[config.mk]
export PLATFORM = sky130hd
export DESIGN_NAME = hilbert_transform_filter_flat
export DESIGN_NICKNAME = d
export VERILOG_FILES = /design/src/rtl/hilbert_pkg.sv /design/src/rtl/hilbert_transform_filter_if.sv /design/src/rtl/hilbert_transform_filter_tapped_delay_line.sv /design/src/rtl/hilbert_transform_filter.sv /design/src/flat_wrapper.sv
export SDC_FILE = /design/constraint.sdc
export NUM_CORES = 2
export LEC_CHECK = 0
export ABC_AREA = 1
export BUFFER_PORTS_ARGS = -buffer_cell sky130_fd_sc_hd__buf_2
export CAP_MARGIN = 20
export CORE_MARGIN = 1
export CORE_UTILIZATION = 45
export CTS_CLUSTER_SIZE = 8
export DETAILED_ROUTE_END_ITERATION = 16
export GPL_ROUTABILITY_DRIVEN = 1
export GPL_TIMING_DRIVEN = 0
export PLACE_DENSITY = 0.69
export SLEW_MARGIN = 15
export SYNTH_ARGS = -nofsm -noshare
export SYNTH_HDL_FRONTEND = slang
export SYNTH_SLANG_ARGS = --single-unit
export TNS_END_PERCENT = 100
[constraint.sdc]
create_clock -name clock -period 30 [get_ports clock]
set_input_delay 6 -clock clock [delete_from_list [all_inputs] [get_ports clock]]
set_output_delay 6 -clock clock [all_outputs]
set_load 0.02 [all_outputs]
[src/rtl/hilbert_pkg.sv]
// Shared constants and helpers for the Hilbert real-to-analytic converter:
// group delay, output width and the constant coefficient generator.
package hilbert_pkg;

  localparam int DEFAULT_LENGTH     = 27;
  localparam int DEFAULT_DATA_WIDTH = 12;

  localparam real PI = 3.14159265358979323846;

  // Centre tap index of an odd-length FIR; also the Re-path delay.
  function automatic int group_delay(input int length);
    return (length - 1) / 2;
  endfunction

  // Accumulator / output width for a given sample width.
  function automatic int out_width(input int data_width);
    return 3 * data_width;
  endfunction

  localparam int DEFAULT_DELAY     = group_delay(DEFAULT_LENGTH);
  localparam int DEFAULT_OUT_WIDTH = out_width(DEFAULT_DATA_WIDTH);

  // Coefficient h[k] = round(2^(dw-2) * 2/(pi*m)), m = k - D, zero for even m.
  // Rounding is half away from zero; the magnitude is rounded and the sign
  // reapplied so that h[k] = -h[LENGTH-1-k] holds exactly.
  function automatic int hilbert_coeff(input int k, input int length,
                                       input int data_width);
    int  m;
    int  m_abs;
    int  mag_int;
    real mag;
    m = k - group_delay(length);
    if ((m % 2) == 0) return 0;
    m_abs   = (m < 0) ? -m : m;
    mag     = real'(longint'(1) << (data_width - 1)) / (PI * real'(m_abs));
    mag_int = $rtoi(mag + 0.5);
    return (m < 0) ? -mag_int : mag_int;
  endfunction

endpackage

[src/rtl/hilbert_transform_filter_if.sv]
// Sample-in / complex-out bus of the Hilbert converter. The master is the
// sample source (and consumer of the analytic pair); the slave is the filter.
interface hilbert_transform_filter_if #(
  parameter int DATA_WIDTH = 12
);

  logic                              enable;
  logic                              stopDataInFlag;
  logic signed [DATA_WIDTH-1:0]      dataIn;
  logic signed [3*DATA_WIDTH-1:0]    dataOutRe;
  logic signed [3*DATA_WIDTH-1:0]    dataOutIm;

  modport master (
    output enable,
    output stopDataInFlag,
    output dataIn,
    input  dataOutRe,
    input  dataOutIm
  );

  modport slave (
    input  enable,
    input  stopDataInFlag,
    input  dataIn,
    output dataOutRe,
    output dataOutIm
  );

endinterface

[src/rtl/hilbert_transform_filter_tapped_delay_line.sv]
// Parameterised signed shift register: taps[0] is the most recent sample.
// Shifts only when advance is high; synchronous active-high reset clears all.
module tapped_delay_line #(
  parameter int WIDTH = 12,
  parameter int DEPTH = 26
) (
  input  logic                    clock,
  input  logic                    reset,
  input  logic                    advance,
  input  logic signed [WIDTH-1:0] din,
  output logic signed [WIDTH-1:0] taps [DEPTH]
);

  // Shift a new sample in on each advance; clear the whole history on reset.
  // NOTE: these taps are real filter state, so they are reset explicitly.
  // A reset mid-stream has to restart from a zero-filled window, which a
  // reset-less RAM-style delay line could not provide.
  always_ff @(posedge clock) begin
    if (reset) begin
      for (int i = 0; i < DEPTH; i++) taps[i] <= '0;
    end else if (advance) begin
      taps[0] <= din;
      for (int i = 1; i < DEPTH; i++) taps[i] <= taps[i-1];
    end
  end

endmodule

[src/rtl/hilbert_transform_filter.sv]
// Real-to-analytic converter: odd-length fixed-coefficient Hilbert FIR.
// Im = sum h[k]*w[k]; Re = centre-tap sample scaled by 2^(DATA_WIDTH-2), so
// both paths carry the same gain and the same group delay. The window includes
// the sample being accepted, so each output appears one clock after its input.
module hilbert_transform_filter
  import hilbert_pkg::*;
#(
  parameter int LENGTH     = DEFAULT_LENGTH,
  parameter int DATA_WIDTH = DEFAULT_DATA_WIDTH
) (
  input  logic                       clock,
  input  logic                       reset,
  hilbert_transform_filter_if.slave  bus
);

  localparam int DELAY      = group_delay(LENGTH);
  localparam int OUT_WIDTH  = out_width(DATA_WIDTH);
  localparam int PROD_WIDTH = 2 * DATA_WIDTH;

  logic                          adv;
  logic signed [DATA_WIDTH-1:0]  taps    [LENGTH-1];
  logic signed [DATA_WIDTH-1:0]  window  [LENGTH];
  logic signed [PROD_WIDTH-1:0]  products[LENGTH];
  logic signed [OUT_WIDTH-1:0]   im_sum;
  logic signed [OUT_WIDTH-1:0]   re_next;

  // Freeze has priority: a stopped cycle never consumes a sample.
  assign adv = bus.enable & ~bus.stopDataInFlag;

  tapped_delay_line #(
    .WIDTH (DATA_WIDTH),
    .DEPTH (LENGTH - 1)
  ) u_delay_line (
    .clock   (clock),
    .reset   (reset),
    .advance (adv),
    .din     (bus.dataIn),
    .taps    (taps)
  );

  // Window seen by the MAC: the incoming sample followed by the history.
  always_comb begin
    window[0] = bus.dataIn;
    for (int j = 1; j < LENGTH; j++) window[j] = taps[j-1];
  end

  // One constant-coefficient product per tap; zero taps fold away in synthesis.
  for (genvar k = 0; k < LENGTH; k++) begin : g_tap
    localparam int COEF_INT = hilbert_coeff(k, LENGTH, DATA_WIDTH);
    localparam logic signed [DATA_WIDTH-1:0] COEF = DATA_WIDTH'(COEF_INT);
    assign products[k] = PROD_WIDTH'(COEF) * PROD_WIDTH'(window[k]);
  end

  // Full-precision sum of products; Re is the centre sample times 2^(DW-2).
  // NOTE: every variable written here gets a value before any conditional
  // use, so the block stays purely combinational and infers no latch.
  always_comb begin
    im_sum = '0;
    for (int k = 0; k < LENGTH; k++) begin
      im_sum = im_sum + OUT_WIDTH'(products[k]);
    end
    re_next = {{(DATA_WIDTH + 2){window[DELAY][DATA_WIDTH-1]}},
               window[DELAY],
               {(DATA_WIDTH - 2){1'b0}}};
  end

  // Output register: update on accepted samples, hold otherwise.
  // NOTE: state is assigned with <= so every register samples the values
  // from before the edge, independent of block ordering.
  always_ff @(posedge clock) begin
    if (reset) begin
      bus.dataOutRe <= '0;
      bus.dataOutIm <= '0;
    end else if (adv) begin
      bus.dataOutRe <= re_next;
      bus.dataOutIm <= im_sum;
    end
  end

endmodule

[src/flat_wrapper.sv]
// flat-port wrapper written by rule: the top's interface ports become plain ports
module hilbert_transform_filter_flat import hilbert_pkg::*;
#(
  parameter int LENGTH     = DEFAULT_LENGTH,
  parameter int DATA_WIDTH = DEFAULT_DATA_WIDTH
)
  (clock, reset, bus_enable, bus_stopDataInFlag, bus_dataIn, bus_dataOutRe, bus_dataOutIm);
  hilbert_transform_filter_if #(.DATA_WIDTH(DATA_WIDTH)) bus_i ();
  input  logic clock;
  input  logic reset;
  input wire logic [$bits(bus_i.enable)-1:0] bus_enable;
  input wire logic [$bits(bus_i.stopDataInFlag)-1:0] bus_stopDataInFlag;
  input wire logic [$bits(bus_i.dataIn)-1:0] bus_dataIn;
  output wire logic [$bits(bus_i.dataOutRe)-1:0] bus_dataOutRe;
  output wire logic [$bits(bus_i.dataOutIm)-1:0] bus_dataOutIm;
  assign bus_i.enable = bus_enable;
  assign bus_i.stopDataInFlag = bus_stopDataInFlag;
  assign bus_i.dataIn = bus_dataIn;
  assign bus_dataOutRe = bus_i.dataOutRe;
  assign bus_dataOutIm = bus_i.dataOutIm;
  hilbert_transform_filter #(.LENGTH(LENGTH), .DATA_WIDTH(DATA_WIDTH)) u_core (.clock(clock), .reset(reset), .bus(bus_i));
endmodule
* Yosys cells after proc, flatten, opt, wreduce, memory -nomap -nowiden
Index checks and enable logic that the tools add are counted.
Word-level totals: register bits 360, input port bits 16, output and inout port bits 72
Cells by class: add/sub/neg operators 13, $mul 14, bitwise operators 2
Operators by type and width (number):
- 36-bit by 21-bit adder with 36-bit output | 4
- 9-bit by 12-bit multiplier with 21-bit output, first input constant | 4
- 8-bit by 12-bit multiplier with 20-bit output, first input constant | 4
- 36-bit by 19-bit adder with 36-bit output | 2
- 36-bit by 20-bit adder with 36-bit output | 2
- 36-bit by 23-bit adder with 36-bit output | 2
- 7-bit by 12-bit multiplier with 19-bit output, first input constant | 2
- 6-bit by 12-bit multiplier with 18-bit output, first input constant | 2
- 5-bit by 12-bit multiplier with 17-bit output, first input constant | 2
- 21-bit by 20-bit adder with 22-bit output | 1
- 20-bit by 20-bit adder with 21-bit output | 1
- 19-bit by 19-bit adder with 20-bit output | 1
- 1-bit bitwise AND | 1
- 1-bit NOT | 1

* Logic depth before layout (Yosys ltp)
word-level depth 14, gate-level depth with buffers 60, mapped depth without buffers 60

* Modules after synthesis
Synthesis repeated with hierarchy kept, for this count alone.
Unflattened totals: cell total of the unflattened synthesis 5693, area total of the unflattened synthesis 45621.3 um^2
By module, submodules not included:
- hilbert_transform_filter | instances 1, cells each 3717, area each 33037.9 um^2, sequential area each 880.8 um^2
- tapped_delay_line | instances 1, cells each 1976, area each 12583.3 um^2, sequential area each 6246.0 um^2

* Worst setup path before layout
No wires, ideal clock.
path type input to register, start point in bus_dataIn[6], end point reg u_core.bus.dataOutIm[29], library setup time 0.132 ns, arrival time 17.412 ns, required time 29.868 ns, setup slack 12.456 ns, stages on the path 51, path through inv_1 > fa_1 > fa_1 > inv_1 > fa_1 > ha_1 > ha_1 > inv_1 > nor4_1 > nor2_1 > o21ai_2 > nand2_1 > nand3_1 > nand2_1 > ha_1 > inv_1 > fa_1 > inv_1 > [15 not listed] > inv_1 > fa_1 > inv_1 > fa_1 > fa_1 > inv_1 > fa_1 > fa_1 > ha_1 > nand2_1 > nor2_1 > nand2_1 > nor2_1 > nand2_1 > nand3_1 > nand2_1 > nand2_1 > a21oi_1
Between the ends: cells in the longest elaborated chain, start to end 14
RTL lines:
- from (decl) | line flat_wrapper.sv:13 | input wire logic [$bits(bus_i.dataIn)-1:0] bus_dataIn;
- 6-bit by 12-bit multiplier with 18-bit output | line hilbert_transform_filter.sv:51 | assign products[k] = PROD_WIDTH'(COEF) * PROD_WIDTH'(window[k]);
- 19-bit by 19-bit adder with 20-bit output | line hilbert_transform_filter.sv:60 | im_sum = im_sum + OUT_WIDTH'(products[k]);
- 20-bit by 20-bit adder with 21-bit output | line hilbert_transform_filter.sv:60
- 21-bit by 20-bit adder with 22-bit output | line hilbert_transform_filter.sv:60
- 36-bit by 21-bit adder with 36-bit output (2 in a row) | line hilbert_transform_filter.sv:60
- 36-bit by 23-bit adder with 36-bit output (2 in a row) | line hilbert_transform_filter.sv:60
- 36-bit by 21-bit adder with 36-bit output (2 in a row) | line hilbert_transform_filter.sv:60
- 36-bit by 20-bit adder with 36-bit output (2 in a row) | line hilbert_transform_filter.sv:60
- 36-bit by 19-bit adder with 36-bit output (2 in a row) | line hilbert_transform_filter.sv:60
- to (signal assigned) | line hilbert_transform_filter.sv:76 | bus.dataOutIm <= im_sum;
- to (decl) | line hilbert_transform_filter_if.sv:26 | output dataOutIm
Every way passes these cells. A chain may end at the register's enable or synchronous reset.

* Final worst setup path
start point in bus_dataIn[6], end point reg u_core.bus.dataOutIm[32]
The elaborated chain is that of the path after synthesis.

==> run_results.csv <==
group,metric,value,unit
floorplanning,die_x,313,um
timing,slew-limit-headroom,23.4,%
worst_setup_path,crit_type,"in -> reg",
cells_and_area,final_nets,6491,
floorplanning,coreArea,95400,sq um
worst_setup_path,max_stage_delay,0.61,ns
clocking,cts_resized,0,
timing,setup_tns,0,ns
synth,synthArstFlopShare,0,%
synth,synth_top_area_share,30.6,%
timing,worstMarginPinSlew,1.15,ns
worst_setup_path,crit_fanout,5,
synth,synth-main-ff-cell,"dfxtp_1",
cells_and_area,area_growth_syn_to_layout,7.85,%
outcome,status,"completed",
timing,hold_viol_final,0,
clocking,cts_setup_buffers,0,
place,dp_hpwl,101000,um
cells_and_area,fillerInstances,9035,
clocking,cts_tree,"built",
grt,grt_overflow_total,0,
synth,synth_edf_count,0,
synth,ys_warn_count,0,
routing,drt-initial-drc-count,2305,
worst_setup_path,crit_top_cell,"fa_1",
cells_and_area,postLayoutCellArea,47000,sq um
worst_setup_path,cpMaxStageDelayCell,"fa_1",
cells_and_area,drive_above_1_share,4.52,%
timing,fmax,54.3,MHz
cells_and_area,mostFrequentLayoutCells,"inv_1 (1286), ha_1 (689), fa_1 (665)",
synth,synth_area_per_cell,8.74,sq um
floorplanning,die-area,98000,sq um
synth,yosys-mux-area-fraction,0,%
synth,synth_compound_area_share,9.18,%
grt,grt_pass1_vias,32700,
timing,period_minus_slack,18.41,ns
cells_and_area,mostFrequentLayoutCell,"inv_1",
routing,wl,118000,um
place,io_buffers,76,
clocking,clock_path_buffers,3,
timing,min_period_over_period,61.4,%
routing,viasPerCell,5.07,
timing,setup_violations,0,
clocking,clkTransAtPathRegs,0.05,ns
synth,synthSimpleGateAreaFrac,8.57,%
routing,dr.pass1.iters,6,
worst_setup_path,critPathRequiredTime,30.49,ns
floorplanning,die_h,313,um
synth,ys_seq_area_share,16.0,%
floorplanning,rows,113,
synth,synthAdderAreaFrac,50.4,%
synth,synthTopCellsByArea,"fa_1 (31%), ha_1 (20%), dfxtp_1 (16%)",
grt,antenna_found_initial,2,
synth,netlist_instances,4983,
worst_setup_path,worst_ep_arrival_time,18.89,ns
routing,drc,0,
synth,synth_top_family_by_area,"adder cells",
routing,wire_per_inst,18.4,um
synth,synth-seq-cells,348,
clocking,postCtsHoldBufs,0,
grt,grt_first_pass_wirelength,185000,um
timing,worst_clock_skew,0.0590,ns
worst_setup_path,critPathCaptureType,"flip-flop",
grt,grt_max_degree,24,
floorplanning,initial_core_util,45.6,%
grt,grt_util_all_layers,24.5,%
synth,yosysTopAreaCell,"fa_1",
synth,synthesis.area,43500,sq um
hold_path,min_path_type,"reg -> reg",
clocking,clk_latency,0.62,ns
timing,slew_viol_final,0,
run,maxCapViolCount,0,
clocking,clock-sinks,348,
place,gp_congestion,0.986,
routing,antenna_left,0,
synth,netlist-cell-type-count,42,
clocking,htree_levels,2,
synth,synthXorXnorAreaFrac,2.82,%
worst_setup_path,startpoint_type,"input pin",
clocking,cts_root_buf,"clkbuf_16",
routing,num_vias,32500,
floorplanning,pin_count,88,
place,place_area,45500,sq um
clocking,cts-buffers-inserted,51,
timing,rsz0062_at_grt,"false",
through the flow:
step / setup WS, ns / utilization (%) / hold slack (ns) / instances
after floorplan: 12.46 / - / 0.449 / 4992
after global placement: 11.00 / 47.7 / 0.451 / 6333
after detailed placement: 10.93 / 47.7 / 0.454 / 6333
after CTS: 11.54 / 49.2 / 0.463 / 6400
after global routing: 10.85 / 49.2 / 0.483 / 6400
final: 11.59 / 49.2 / 0.460 / 6401
worst paths after layout:
check	start	to	slack [ns]	cells after the start
min reg2reg	u_core.bus.dataOutIm[33]	u_core.bus.dataOutIm[33]	0.46	2
max	bus_dataIn[6]	u_core.bus.dataOutIm[32]	11.59	54
min	u_core.bus.dataOutIm[33]	u_core.bus.dataOutIm[33]	0.46	2
max reg2reg	u_core.u_delay_line.taps[266]	u_core.bus.dataOutIm[32]	17.29	51
cell type report:
type / count / area, sq um / area share (%)
Buffer: 151 / 846 / 1.80
Clock inverter: 6 / 106 / 0.227
Clock buffer: 61 / 1310 / 2.80
Antenna cell: 1 / 2.50 / 0.00533
Sequential cell: 348 / 6970 / 14.8
Multi-Input combinational cell: 3206 / 30900 / 65.9
Timing Repair Buffer: 76 / 380 / 0.810
Inverter: 1287 / 4830 / 10.3
Tap cell: 1265 / 1580 / 3.37
cells by family (layout without fill, tap and decap cells):
kind of cell               Yosys count  after routing
buffers and inverters             1438           1581
DFF                                348            348
adders and majority gates         1354           1354
AOI/OAI and AO/OA                  769            769
xor gates and xnor gates           140            140
and+or+nand+nor                    933            933
other                                1             11
state kept, by name (all words and copies together), names as in the netlist:
register and flops:
u_core.u_delay_line.taps 300, u_core.bus.dataOutRe 12, u_core.bus.dataOutIm 36
cell usage after synthesis, types with 11 or more instances:
library cell / number
nand4_1: 18
buf_4: 42
fa_1: 665
xor2_1: 79
clkbuf_1: 66
nor2_1: 390
buf_2: 31
a21o_1: 11
o21ai_0: 383
a21oi_1: 327
ha_1: 689
o21bai_1: 14
inv_1: 1286
buf_6: 11
nand2_1: 400
xnor2_1: 61
dfxtp_1: 348
nand3_1: 99
critical path, delay by kind of cell:
family | cells | cell delay [ns]
AO/OA/AOI/OAI | 6 | 0.94
adder cells (fa/ha/maj) | 20 | 8.85
XOR/XNOR | 2 | 0.54
AND/OR/NAND/NOR | 12 | 1.40
buffers and inverters | 14 | 1.16
layer usage:
metal,GRT usage [%],up-vias,share of wire (%)
li1,-,15500,-
met1,32.8,15800,43
met2,40.8,897,47
met3,3.37,196,6.0
met4,8.34,6,3.7
met5,0,-,0.043
Power is left out: the tool's default activity adds up to more than one toggle a clock period on the data nets, which glitch-free logic cannot reach.
